==> config.mk <==
export PLATFORM = sky130hd
export DESIGN_NAME = program_loader
export DESIGN_NICKNAME = d
export VERILOG_FILES = /design/src/rtl/program_loader_pkg.sv /design/src/rtl/program_loader_instr_ram.sv /design/src/rtl/program_loader.sv
export SDC_FILE = /design/constraint.sdc
export NUM_CORES = 1
export LEC_CHECK = 0
export ABC_AREA = 1
export CORE_MARGIN = 3
export CORE_UTILIZATION = 60
export DETAILED_ROUTE_END_ITERATION = 10
export PLACE_DENSITY = 0.8
export SKIP_CTS_REPAIR_TIMING = 1
export SYNTH_ARGS = -nofsm -noshare
export SYNTH_HDL_FRONTEND = slang
export SYNTH_SLANG_ARGS = --single-unit
==> constraint.sdc <==
create_clock -name clk -period 5.35 [get_ports clk]
set_input_delay 1.07 -clock clk [delete_from_list [all_inputs] [get_ports clk]]
set_output_delay 1.07 -clock clk [all_outputs]
set_load 0.05 [all_outputs]
==> src/rtl/program_loader_pkg.sv <==
// Shared constants, FSM encoding and the default boot program for the
// processor blocks.
package program_loader_pkg;

  localparam int DEPTH  = 16;
  localparam int ADDR_W = 4;
  localparam int DATA_W = 8;

  typedef enum logic [1:0] {
    ST_RUN  = 2'd0,
    ST_LOAD = 2'd1,
    ST_DONE = 2'd2
  } state_t;

  localparam logic [DATA_W-1:0] DEFAULT_IMAGE [DEPTH] = '{
    8'hAB, 8'hDE, 8'h3C, 8'hD6, 8'hBC, 8'hCD, 8'hAE, 8'hA1,
    8'hB2, 8'hD4, 8'hE5, 8'hF6, 8'hAF, 8'hEF, 8'h67, 8'h88
  };

endpackage

==> src/rtl/program_loader_instr_ram.sv <==
// 16x8 instruction store: one synchronous write port, one combinational read
// port, contents restored to the default program on reset.
module instr_ram
  import program_loader_pkg::*;
(
  input  logic              clk,
  input  logic              rst,
  input  logic              we,
  input  logic [ADDR_W-1:0] waddr,
  input  logic [DATA_W-1:0] wdata,
  input  logic [ADDR_W-1:0] raddr,
  output logic [DATA_W-1:0] rdata
);

  logic [DATA_W-1:0] mem [DEPTH];

  always_ff @(posedge clk or posedge rst) begin
    if (rst) begin
      for (int i = 0; i < DEPTH; i++) begin
        mem[i] <= DEFAULT_IMAGE[i];
      end
    end else if (we) begin
      mem[waddr] <= wdata;
    end
  end

  assign rdata = mem[raddr];

endmodule

==> src/rtl/program_loader.sv <==
// Program loader: streams a 16-byte program into instruction RAM while
// holding the processor in reset, and keeps a running mod-256 checksum.
module program_loader
  import program_loader_pkg::*;
(
  input  logic              clk,
  input  logic              rst,
  input  logic              load_start,
  input  logic              load_abort,
  input  logic              wr_valid,
  input  logic [DATA_W-1:0] wr_data,
  output logic              wr_ready,
  input  logic [ADDR_W-1:0] rd_addr,
  output logic [DATA_W-1:0] rd_instr,
  output logic              cpu_hold,
  output logic              load_done,
  output logic [DATA_W-1:0] checksum
);

  state_t            state, state_nxt;
  logic [ADDR_W-1:0] cnt;
  logic              xfer;
  logic              last_word;

  // An abort in the same cycle as an offered byte wins: the byte is dropped.
  assign xfer      = (state == ST_LOAD) && wr_valid && !load_abort;
  assign last_word = (cnt == ADDR_W'(DEPTH - 1));

  always_ff @(posedge clk or posedge rst) begin
    if (rst) begin
      state <= ST_RUN;
    end else begin
      state <= state_nxt;
    end
  end

  always_comb begin
    state_nxt = state;
    case (state)
      ST_RUN:  if (load_start) state_nxt = ST_LOAD;
      ST_LOAD: begin
        if (load_abort) begin
          state_nxt = ST_RUN;
        end else if (xfer && last_word) begin
          state_nxt = ST_DONE;
        end
      end
      ST_DONE: state_nxt = ST_RUN;
      default: state_nxt = ST_RUN;
    endcase
  end

  always_comb begin
    wr_ready  = (state == ST_LOAD);
    cpu_hold  = (state != ST_RUN);
    load_done = (state == ST_DONE);
  end

  always_ff @(posedge clk or posedge rst) begin
    if (rst) begin
      cnt      <= '0;
      checksum <= '0;
    end else if (state == ST_RUN && load_start) begin
      cnt      <= '0;
      checksum <= '0;
    end else if (xfer) begin
      cnt      <= cnt + 1'b1;
      checksum <= checksum + wr_data;
    end
  end

  instr_ram u_ram (
    .clk   (clk),
    .rst   (rst),
    .we    (xfer),
    .waddr (cnt),
    .wdata (wr_data),
    .raddr (rd_addr),
    .rdata (rd_instr)
  );

endmodule

# After elaboration in Yosys (flattened, before gate mapping)
# Cells that the tools add are included.
# word_totals
n_memories,0
register_bits,142
latch_bits,0
elab_cells,55
mem_bits_rw,0
romBits,0
# classes
reduce_logical,10
bitwise,2
eq_ne,5
order_cmp,3
muxes,14
div,0
shift,0
mul,0
n_addsub,2
# op_table
cell,n
128-bit bitwise mux,1
8-bit two-way mux,5
8-bit binary-select mux with 4-bit select,1
8-bit demux with 4-bit select,1
5-bit greater-or-equal comparator (second input constant),2
4-bit inverter with 5-bit output,2
8-bit adder,1
4-bit two-way mux,2
2-bit two-way mux,3
1-bit logical AND,5
5-bit by 1-bit less-than comparator with 1-bit output (second input constant),1
4-bit by 1-bit adder with 4-bit output (second input constant),1
4-bit equality test (second input constant),1
2-bit case mux with 2 select lines,1
2-bit nonzero test,2
3-bit by 2-bit inequality test with 1-bit output (second input constant),1
2-bit by 1-bit equality test with 1-bit output (second input constant),1
2-bit equality test (second input constant),1
2-bit zero test,1
2-bit inequality test (second input constant),1
2-bit AND reduction,1
1-bit zero test,1

# Depth between registers and ports, before layout
# Gate-level depths: netlist (run 1).
# logic_depth
word_depth,7
ltp_mapped,11

# Hierarchy
# Synthesis (run 1) repeated with hierarchy kept, for this count alone.
# unflattened
hier_cells,969
area_unflattened_um2,7422.1
# modules_own_cells
module,area_each_um2,cells_each,seq_area_each_um2,n_inst
instr_ram,6449.9,843,3299.4,1
program_loader,972.2,126,350.3,1

# Worst setup path after synthesis (run 1)
# Ideal clock, no wire load.
# synth_timing
path_kind,input to output
start,input port rd_addr[0]
end,output port rd_instr[5]
t_arrival_ps,2287
slack_ps,1993
n_path_buf,2
path_stages,8
cell_sequence,clkbuf_1 clkbuf_1 nor2_1 nor2_1 o21ai_0 nand3_1 nand3_1 nand2_1
# synth_via
elab_chain_len,4
# synth_lines
item,line_no,source
from (decl),program_loader.sv:13,"input logic [ADDR_W-1:0] rd_addr,"
4-bit inverter with 5-bit output (implied by the code),program_loader_instr_ram.sv:27,assign rdata = mem[raddr];
8-bit binary-select mux with 4-bit select,program_loader_instr_ram.sv:27,
8-bit two-way mux (implied by the code) (2 in a row),program_loader_instr_ram.sv:27,
to (decl),program_loader.sv:14,"output logic [DATA_W-1:0] rd_instr,"
# No other way between the ends. The select of a mux whose other input is x is not followed.

# Worst setup path after layout (run 1)
# layout_timing
start,input port rd_addr[1]
end,output port rd_instr[1]
# Same word-level chain as after synthesis.

==> flow_summary_export.csv, run 1 <==
group,metric,value,unit
finish,layout.nets,892,
power_and_ir_drop,pwr-share-clk,0.403,
logic_synthesis,synth_top_family_by_area,"simple AND/OR/NAND/NOR gates",
sta,worstMarginPinSlew,0.857,ns
die,core-area,11600,um2
routing,wl_met1,7800,um
logic_synthesis,synthMuxAreaShare,0,
finish,fin_area,8140,um2
sta,finalCriticalPeriod,4.14,ns
clock_tree,worst_setup_hold_path_clk_slew,0.05,ns
setup_path,worstPathArrival,3.07,ns
worst_hold_path,hold_class,"reg -> reg",
global_routing,antenna_found_initial,0,
sta,fin_ws,1.21,ns
placed_design,dpl.hpwl,12100,um
logic_synthesis,synth.cell_area,7250,um2
logic_synthesis,yosys_warnings,0,
power_and_ir_drop,power_leakage,3.55,nW
setup_path,crit_fanout,43,
finish,layout_common_cells,"nand2_1, o21ai_0, nor2_1",
setup_path,endpoint_kind,"output pin",
logic_synthesis,synthDistinctLibCells,37,
clock_tree,clk_path_buf_depth,2,
clock_tree,cts_tree,"yes",
routing,highest_layer,"met4",
power_and_ir_drop,ir_drop,247,uV
power_and_ir_drop,power_frac_comb,0.173,
logic_synthesis,synth_compound_area_frac,0.150,
power_and_ir_drop,switching_share,0.278,
placed_design,place_area,7520,um2
global_routing,grt_max_degree,71,
routing,dr_wl_met2,8600,um
sta,skew,0.00536,ns
run,maxCapViolCount,0,
finish,nFillCells,877,
setup_path,critPathRequiredTime,4.28,ns
status,status,"finished clean",
power_and_ir_drop,intPower,0.00223,W
routing,vias,6022,
sta,holdWs,0.473,ns
routing,drtIter0Drc,735,
placed_design,gp_congestion,0.943,
placed_design,place_ws,1.28,ns
clock_tree,cts_max_level,4,
die,dieArea,13400,um2
sta,maxSlewHeadroom,0.428,
setup_path,r2r_start,"state[1]$_DFFE_PP0P_",
routing,ant_nets,0,
sta,fmax,0.242,GHz
sta,final.setup.tns,0,ns
clock_tree,clk_latency,0.43,ns
sta,rsz0062_at_grt,"no",
setup_path,cp-start-kind,"input pin",
sta,period_share,0.774,
setup_path,r2r-end,"u_ram.mem[81]$_DFFE_PP0P_",
die,fp.dieH,116,um
sta,finalSetupViolCount,0,
worst_hold_path,min_to,"u_ram.mem[60]$_DFFE_PP1P_",
setup_path,crit_type,"in -> out",
setup_path,reg2reg_depth,6,
power_and_ir_drop,p_per_area,379,nW/um2
clock_tree,clock_sinks,142,
routing,drtPass1Iterations,6,
logic_synthesis,ys_ff_latch,142,
sta,slew_violations,0,
worst_hold_path,min_from,"u_ram.mem[60]$_DFFE_PP1P_",
logic_synthesis,yosysSeqAreaShare,0.504,
setup_path,crit_start,"rd_addr[1]",
die,die_w,116,um
die,num_rows,39,
power_and_ir_drop,power.total,0.00308,W
finish,final_common_cell,"nand2_1",
sta,hold_violations,0,
routing,postRouteWirelength,18300,um
power_and_ir_drop,pwr-share-seq,0.424,
clock_tree,cts-root-buf,"clkbuf_16",
die,ios,36,
finish,antenna_cells,0,
routing,via_per_inst,5.91,
finish,syn_to_final_growth,12.3,%
logic_synthesis,synthFlopType,"dfstp_2",
logic_synthesis,synth-edff-count,0,
global_routing,grt_pass1_wl,30000,um
global_routing,grt_pass1_vias,5931,
logic_synthesis,synthCells,853,
die,start_util,0.624,
logic_synthesis,yosys.area_share.simple,0.247,
clock_tree,cts_made_buffers,17,
logic_synthesis,async_flop_share,1.00,
global_routing,grt-ovfl-total,0,
setup_path,r2r_slack,3.41,ns
worst_hold_path,min_path_cells,2,
global_routing,track_usage,0.293,
logic_synthesis,synth_fp_nets,882,
routing,wire_per_inst,18.0,um
power_and_ir_drop,switchingPower,0.000859,W
finish,layout-drive-gt1-share,0.176,
logic_synthesis,synthAdderAreaFrac,0.0218,
routing,drc,0,
logic_synthesis,synthXorXnorAreaFrac,0.00242,
placed_design,io_buffers,35,
logic_synthesis,syn_avg_cell_area,8.50,um2
routing,wl_met3,1470,um
[state kept, by name (all words and copies together) (netlist names)]
| name | count |
|---|---|
| u_ram.mem | 128 |
| cnt | 4 |
| state | 2 |
| checksum | 8 |
[cell families (layout without fill, tap and decap cells)]
family | count (synthesis) | in the layout
AOI/OAI and AO/OA | 200 | 200
adders and majority gates | 12 | 12
and+or+nand+nor | 383 | 383
DFF | 142 | 142
buffers and inverters | 114 | 137
xor gates and xnor gates | 2 | 2
[cells in the mapped netlist, types with 3 or more instances]
| master | n | area [um2] |
|---|---|---|
| a21oi_1 | 8 | 40.0 |
| buf_1 | 3 | 11.3 |
| buf_2 | 11 | 55.1 |
| buf_6 | 10 | 113 |
| clkbuf_1 | 25 | 93.8 |
| dfrtp_1 | 65 | 1630 |
| dfstp_2 | 77 | 2020 |
| ha_1 | 11 | 138 |
| inv_1 | 60 | 225 |
| nand2_1 | 219 | 822 |
| nand3_1 | 59 | 295 |
| nand3_4 | 7 | 123 |
| nand3b_1 | 3 | 22.5 |
| nand4_4 | 6 | 128 |
| nor2_1 | 78 | 293 |
| o211ai_1 | 20 | 150 |
| o21ai_0 | 139 | 696 |
| o21ai_1 | 22 | 110 |
| o21ai_2 | 9 | 78.8 |
[power groups by stage]
stage / combinational [W] / sequential [W] / clock, W
2_1_floorplan: 0.000344 / 0.00134 / 0
3_5_place_dp: 0.000529 / 0.00132 / 0
4_1_cts: 0.000534 / 0.00130 / 0.00126
5_1_grt: 0.000593 / 0.00132 / 0.00130
3_3_place_gp: 0.000515 / 0.00132 / 0
6_report: 0.000534 / 0.00131 / 0.00124
[metrics by stage]
step / util / instances
finish: 0.701 / 1019
detailed placement: 0.648 / 987
CTS: 0.701 / 1019
global route: 0.701 / 1019
global placement: 0.648 / 987
floorplan: - / 853
[per-layer routing]
layer	vias to the layer above	track usage
li1	2817	-
met1	2894	0.381
met2	270	0.465
met3	41	0.0872
met4	0	0.116
met5	-	0
[area by class of cell]
| cell class | count | area (um2) | share of cell area |
|---|---|---|---|
| sequential | 142 | 3650 | 0.448 |
| multi-input combinational | 597 | 3060 | 0.375 |
| clock buffer | 26 | 489 | 0.0601 |
| timing repair buffer | 42 | 390 | 0.0480 |
| inverter | 63 | 245 | 0.0301 |
| tap | 143 | 179 | 0.0220 |
| clock inverter | 6 | 130 | 0.0160 |
[worst max-delay path, cell delays in order]
cell,delay (ns)
clkdlybuf4s50_1,0.41
buf_4,0.21
inv_1,0.18
buf_4,0.44
nor2_1,0.09
o21ai_0,0.09
nand3_1,0.13
nand3_1,0.13
nand2_1,0.12
buf_12,0.17
[how the worst max path moves through the flow]
| stage | slack [ns] | to | cells after the start |
|---|---|---|---|
| floorplan | 0.60 | checksum[0]$_DFFE_PP0P_ | 1 |
| global placement | 1.34 | rd_instr[1] | 10 |
| detailed placement | 1.28 | rd_instr[1] | 10 |
| CTS | 1.26 | rd_instr[1] | 10 |
| global route | 1.09 | rd_instr[1] | 10 |
| finish | 1.21 | rd_instr[1] | 10 |
No activity file was read; power rests on OpenSTA's default activity.
==> run 2: changes to the inputs <==
--- a/config.mk
+++ b/config.mk
@@ -7,9 +7,9 @@
 export LEC_CHECK = 0
 export ABC_AREA = 1
 export CORE_MARGIN = 3
-export CORE_UTILIZATION = 60
+export CORE_UTILIZATION = 55
 export DETAILED_ROUTE_END_ITERATION = 10
-export PLACE_DENSITY = 0.8
+export PLACE_DENSITY = 0.77
 export SKIP_CTS_REPAIR_TIMING = 1
 export SYNTH_ARGS = -nofsm -noshare
 export SYNTH_HDL_FRONTEND = slang
==> constraint.sdc (replaced) <==
create_clock -name clk -period 3.4 [get_ports clk]
set_input_delay 0.68 -clock clk [delete_from_list [all_inputs] [get_ports clk]]
set_output_delay 0.68 -clock clk [all_outputs]
set_load 0.05 [all_outputs]
==> run 2 against run 1 <==
  * Register-to-register slack lost 1.9 ns
  * Non-clock buffer count up 2
  * Worst hold slack gained 0.00080 ns
  * Via count fell by 2.2%
  * Sequential power grew 56%
  * Flip-flop and latch count unchanged
  * Clock skew is 0.0024 ns higher
  * Die area increased by 8.6%
==> flow_summary_export.csv, run 2 (same netlist as run 1, synthesis figures left out) <==
group,metric,value,unit
die,start_util,0.567,
finish,antenna_cells,0,
power_and_ir_drop,p_per_area,586,nW/um2
routing,via_per_inst,5.61,
setup_path,critPathSlowestCell,"clkdlybuf4s50_1",
finish,final_common_cell,"nand2_1",
setup_path,r2r_slack,1.49,ns
global_routing,antenna_found_initial,0,
global_routing,grt_pass1_wl,29000,um
sta,finalCriticalPeriod,3.02,ns
sta,fin_ws,0.379,ns
routing,drtIter0Drc,701,
routing,wire_per_inst,16.7,um
routing,drtPass1Iterations,5,
sta,skew,0.00775,ns
setup_path,endpoint_kind,"output pin",
global_routing,grt_max_degree,143,
sta,fmax,0.331,GHz
setup_path,r2r-end,"u_ram.mem[26]$_DFFE_PP1P_",
clock_tree,cts_tree,"yes",
global_routing,grt_pass1_vias,5508,
global_routing,track_usage,0.255,
global_routing,grt-ovfl-total,0,
die,fp.dieH,121,um
setup_path,worstPathArrival,2.34,ns
placed_design,place_ws,0.454,ns
sta,holdWs,0.474,ns
setup_path,crit_start,"rd_addr[1]",
clock_tree,cts_max_level,4,
finish,largest-register,"u_ram.mem",
finish,layout-drive-gt1-share,0.183,
setup_path,reg2reg_depth,5,
setup_path,r2r_start,"state[1]$_DFFE_PP0P_",
power_and_ir_drop,power_leakage,3.61,nW
sta,slew_violations,0,
sta,hold_violations,0,
sta,final.setup.tns,0,ns
setup_path,crit_path_end,"rd_instr[3]",
setup_path,critPathRequiredTime,2.72,ns
die,core-area,12800,um2
clock_tree,worst_setup_hold_path_clk_slew,0.06,ns
die,dieArea,14600,um2
setup_path,crit_fanout,48,
routing,drc,0,
placed_design,gp_congestion,0.817,
run,maxCapViolCount,0,
routing,vias,5887,
sta,rsz0062_at_grt,"no",
die,ios,36,
placed_design,io_buffers,35,
finish,top_regs,"u_ram.mem (128), checksum (8), cnt (4)",
finish,syn_to_final_growth,15.1,%
clock_tree,cts-root-buf,"clkbuf_16",
placed_design,dpl.hpwl,10700,um
setup_path,crit_type,"in -> out",
status,status,"finished clean",
sta,period_share,0.889,
sta,finalSetupViolCount,0,
sta,worstMarginPinSlew,0.849,ns
die,die_w,121,um
clock_tree,clock_sinks,142,
finish,layout.nets,894,
finish,largest_reg_flops,128,
power_and_ir_drop,ir_drop,379,uV
clock_tree,clk_latency,0.43,ns
routing,postRouteWirelength,17500,um
worst_hold_path,hold_class,"reg -> reg",
clock_tree,clk_path_buf_depth,2,
sta,maxSlewHeadroom,0.434,
setup_path,cp-start-kind,"input pin",
finish,layout_common_cells,"nand2_1, o21ai_0, nor2_1",
routing,ant_nets,0,
clock_tree,cts_made_buffers,17,
setup_path,crit_path_cell_trace,"clkdlybuf4s50_1 -> inv_1 -> buf_12 -> nor2_1 -> o21ai_0 -> nand3_1 -> nand3_1 -> nand2_1 -> buf_12",
finish,final_util,0.653,
die,num_rows,41,
setup_path,cpPeakStageDelay,0.57,ns
-- run 2: power breakdown --
group	leakage, nW	switching, W	internal (W)
combinational	1.64	0.000553	0.000312
clock	0.309	0.000718	0.00126
sequential	1.66	0.000105	0.00194
-- run 2: final cells by class --
type | instances | area [um2]
clock buffers | 20 | 457
clock inverters | 12 | 166
fillers | 1023 | 4430
inverters | 63 | 244
multi-input cells | 597 | 3060
flip-flops and latches | 142 | 3650
well taps | 172 | 215
repair buffers | 44 | 556
-- run 2: how the worst min path moves through the flow --
stage | slack (ns) | to | start | cells past startpoint
floorplan | 0.45 | u_ram.mem[101]$_DFFE_PP0P_ | u_ram.mem[101]$_DFFE_PP0P_ | 2
global placement | 0.46 | u_ram.mem[60]$_DFFE_PP1P_ | u_ram.mem[60]$_DFFE_PP1P_ | 2
detailed placement | 0.47 | u_ram.mem[50]$_DFFE_PP1P_ | u_ram.mem[50]$_DFFE_PP1P_ | 2
CTS | 0.48 | u_ram.mem[50]$_DFFE_PP1P_ | u_ram.mem[50]$_DFFE_PP1P_ | 2
global route | 0.48 | u_ram.mem[60]$_DFFE_PP1P_ | u_ram.mem[60]$_DFFE_PP1P_ | 2
finish | 0.47 | u_ram.mem[50]$_DFFE_PP1P_ | u_ram.mem[50]$_DFFE_PP1P_ | 2
-- run 2: worst max-delay path: cells and delay by family --
kind / cells / cell delay, ns
compound gates: 1 / 0.11
buf+inv: 4 / 1.00
simple gates: 4 / 0.49
-- run 2: metal layers --
metal,GRT usage,up-vias,wire (um)
met2,0.399,169,8190
met5,0,-,0
met3,0.0575,33,936
li1,-,2822,-
met1,0.353,2863,7980
met4,0.0899,0,379
-- run 2: metrics by stage --
stage          cells  cell area (um2)  power [W]
2_1_floorplan    853             7250    0.00265
3_3_place_gp    1018             7720    0.00291
3_5_place_dp    1018             7720    0.00293
4_1_cts         1050             8340    0.00490
5_1_grt         1050             8340    0.00510
6_report        1050             8340    0.00489
==> patch: new RTL, config.mk and constraints of run 1 <==
Make the reset (`rst`) synchronous in 3 clocked blocks.
--- a/src/rtl/program_loader_instr_ram.sv
+++ b/src/rtl/program_loader_instr_ram.sv
@@ -16,3 +16,3 @@
 
-  always_ff @(posedge clk or posedge rst) begin
+  always_ff @(posedge clk) begin
     if (rst) begin
--- a/src/rtl/program_loader.sv
+++ b/src/rtl/program_loader.sv
@@ -28,3 +28,3 @@
 
-  always_ff @(posedge clk or posedge rst) begin
+  always_ff @(posedge clk) begin
     if (rst) begin
@@ -58,3 +58,3 @@
 
-  always_ff @(posedge clk or posedge rst) begin
+  always_ff @(posedge clk) begin
     if (rst) begin
Behaviour: differs if rst is asserted again (counterexample within 4 cycles, from zero or initial values and one cycle with rst high); with rst held inactive, the same outputs for 4 cycles.
==> patch against run 1 <==
- setup slack worse by 0.24 ns
- die area is 2.7% lower
- wire length decreased by 8.2%
- final area is 1.1% lower
- utilization increased by 2.3 points
- sequential cell count unchanged
- largest cell class unchanged
- synthesized area down 2.9%
- global-route usage is 2.1 points lower
- via count decreased by 11%
- sequential share of layout area up 6.4 points
Power is not compared: it rests on default switching activity, and its combinational part moved more than twofold at a synthesized area within 25%.
==> patch: results (changes against run 1) <==
Layout
  – Fraction of area in multi-input gates: 28.8% (was 37.5%)
  – Multi-input gate count: 448 (was 597)
  – Non-clk invs: 118 (was 63)
  – Data buffer area share: 4.79% (was 4.80%)
  – Fraction of area in registers: 51.2% (was 44.8%)
  – Final nets: 795 (was 892)
  – Fillers: 775 (was 877)
  – Plain + repair buffers: 39 (was 42)
  – ClkCell Share: 7.49% (was 7.61%)

Worst setup path
  – Slowest library cell on the worst path: clkdlybuf4s50_1 (was buf_4)
  – Slowest stage delay, CP: 0.70 ns (was 0.44 ns)
  – CP Max Fanout: 47 (was 43)
  – Worst EP arrival: 3.30 ns (was 3.07 ns)

Yosys
  – Syn nets: 773 (was 882)
  – Post-Syn Instances: 744 (was 853)
  – Most common library cells after synthesis: 161 x nand2_1, 128 x edfxtp_1, 108 x inv_1 (was 219 x nand2_1, 139 x o21ai_0, 78 x nor2_1)
  – Distinct cells, synth: 29 (was 37)
  – EDFF count, synth: 128 (was 0)
  – Mapped Area: 7040 um2 (was 7250 um2)
  – Cell taking the most area after synthesis: edfxtp_1 (was dfstp_2)
  – Post-synth ARST share: 0% (was 100%)
  – Top post-synthesis cells by area: edfxtp_1 55%, nand2_1 8.6%, inv_1 5.8%, dfxtp_1 4.0%, nand3_1 4.0% (was dfstp_2 28%, dfrtp_1 22%, nand2_1 11%, o21ai_0 9.6%, nand3_1 4.1%)
  – Seq/Total Area, Yosys: 58.6% (was 50.4%)

GRT
  – Largest net degree at the start of global routing: 81 (was 71)
  – GR Layer Usage met3: 6.55% (was 8.72%)
  – GRT met1 Usage: 34.8% (was 38.1%)
  – First-pass GRT wire length: 27.0 mm (was 30.0 mm)
  – Met2 Track Usage GR: 44.9% (was 46.5%)

Outcome
  – Status: complete, no violations (unchanged)

Place
  – Placed Cells: 887 (was 987)
  – Dpl ws: 1.01 ns (was 1.28 ns)
  – Global placement routability congestion: 0.906 (was 0.943)
  – DP HPWL: 11.1 mm (was 12.1 mm)

Detailed routing
  – Routed wl met3: 1.62 mm (was 1.47 mm)
  – Metal1 wirelength: 6.45 mm (was 7.80 mm)
  – Number of DRC markers in iteration 0: 802 (was 735)

Timing
  – Worst-Margin Slew: 0.917 ns (was 0.857 ns)

Clocking
  – Clk_lat worst skew: 0.41 ns (was 0.43 ns)
## patch: cell types whose count changed after synthesis, sizes merged, moves of 33 or more
cell	delta
nand2	-54
inv	+55
edfxtp	+128
a21oi	+33
dfrtp	-65
dfstp	-77
o21ai	-131
## patch: worst paths after layout
| check | from | end | slack (ns) | cells past startpoint |
|---|---|---|---|---|
| worst max-delay path | rd_addr[1] | rd_instr[0] | 0.98 | 8 |
| worst min-delay path | checksum[0] | checksum[0] | 0.51 | 2 |
| worst max register to register | state[0] | u_ram.mem[10][5] | 3.10 | 8 |
| worst min register to register | checksum[0] | checksum[0] | 0.51 | 2 |
## patch: kinds of logic (layout without fill, tap and decap cells)
group,count (synthesis),in the layout,share of synthesized area (%)
compound gates,114,114,9.32
xor+xnor,4,4,0.498
fa+ha+maj,12,12,2.24
buf+inv,154,189,8.46
flops,142,142,58.6
simple gates,318,318,20.9
## patch: worst max-delay path, delay by kind of cell
kind / cells / cell delay (ns)
compound gates: 2 / 0.17
buf+inv: 3 / 1.66
simple gates: 3 / 0.35
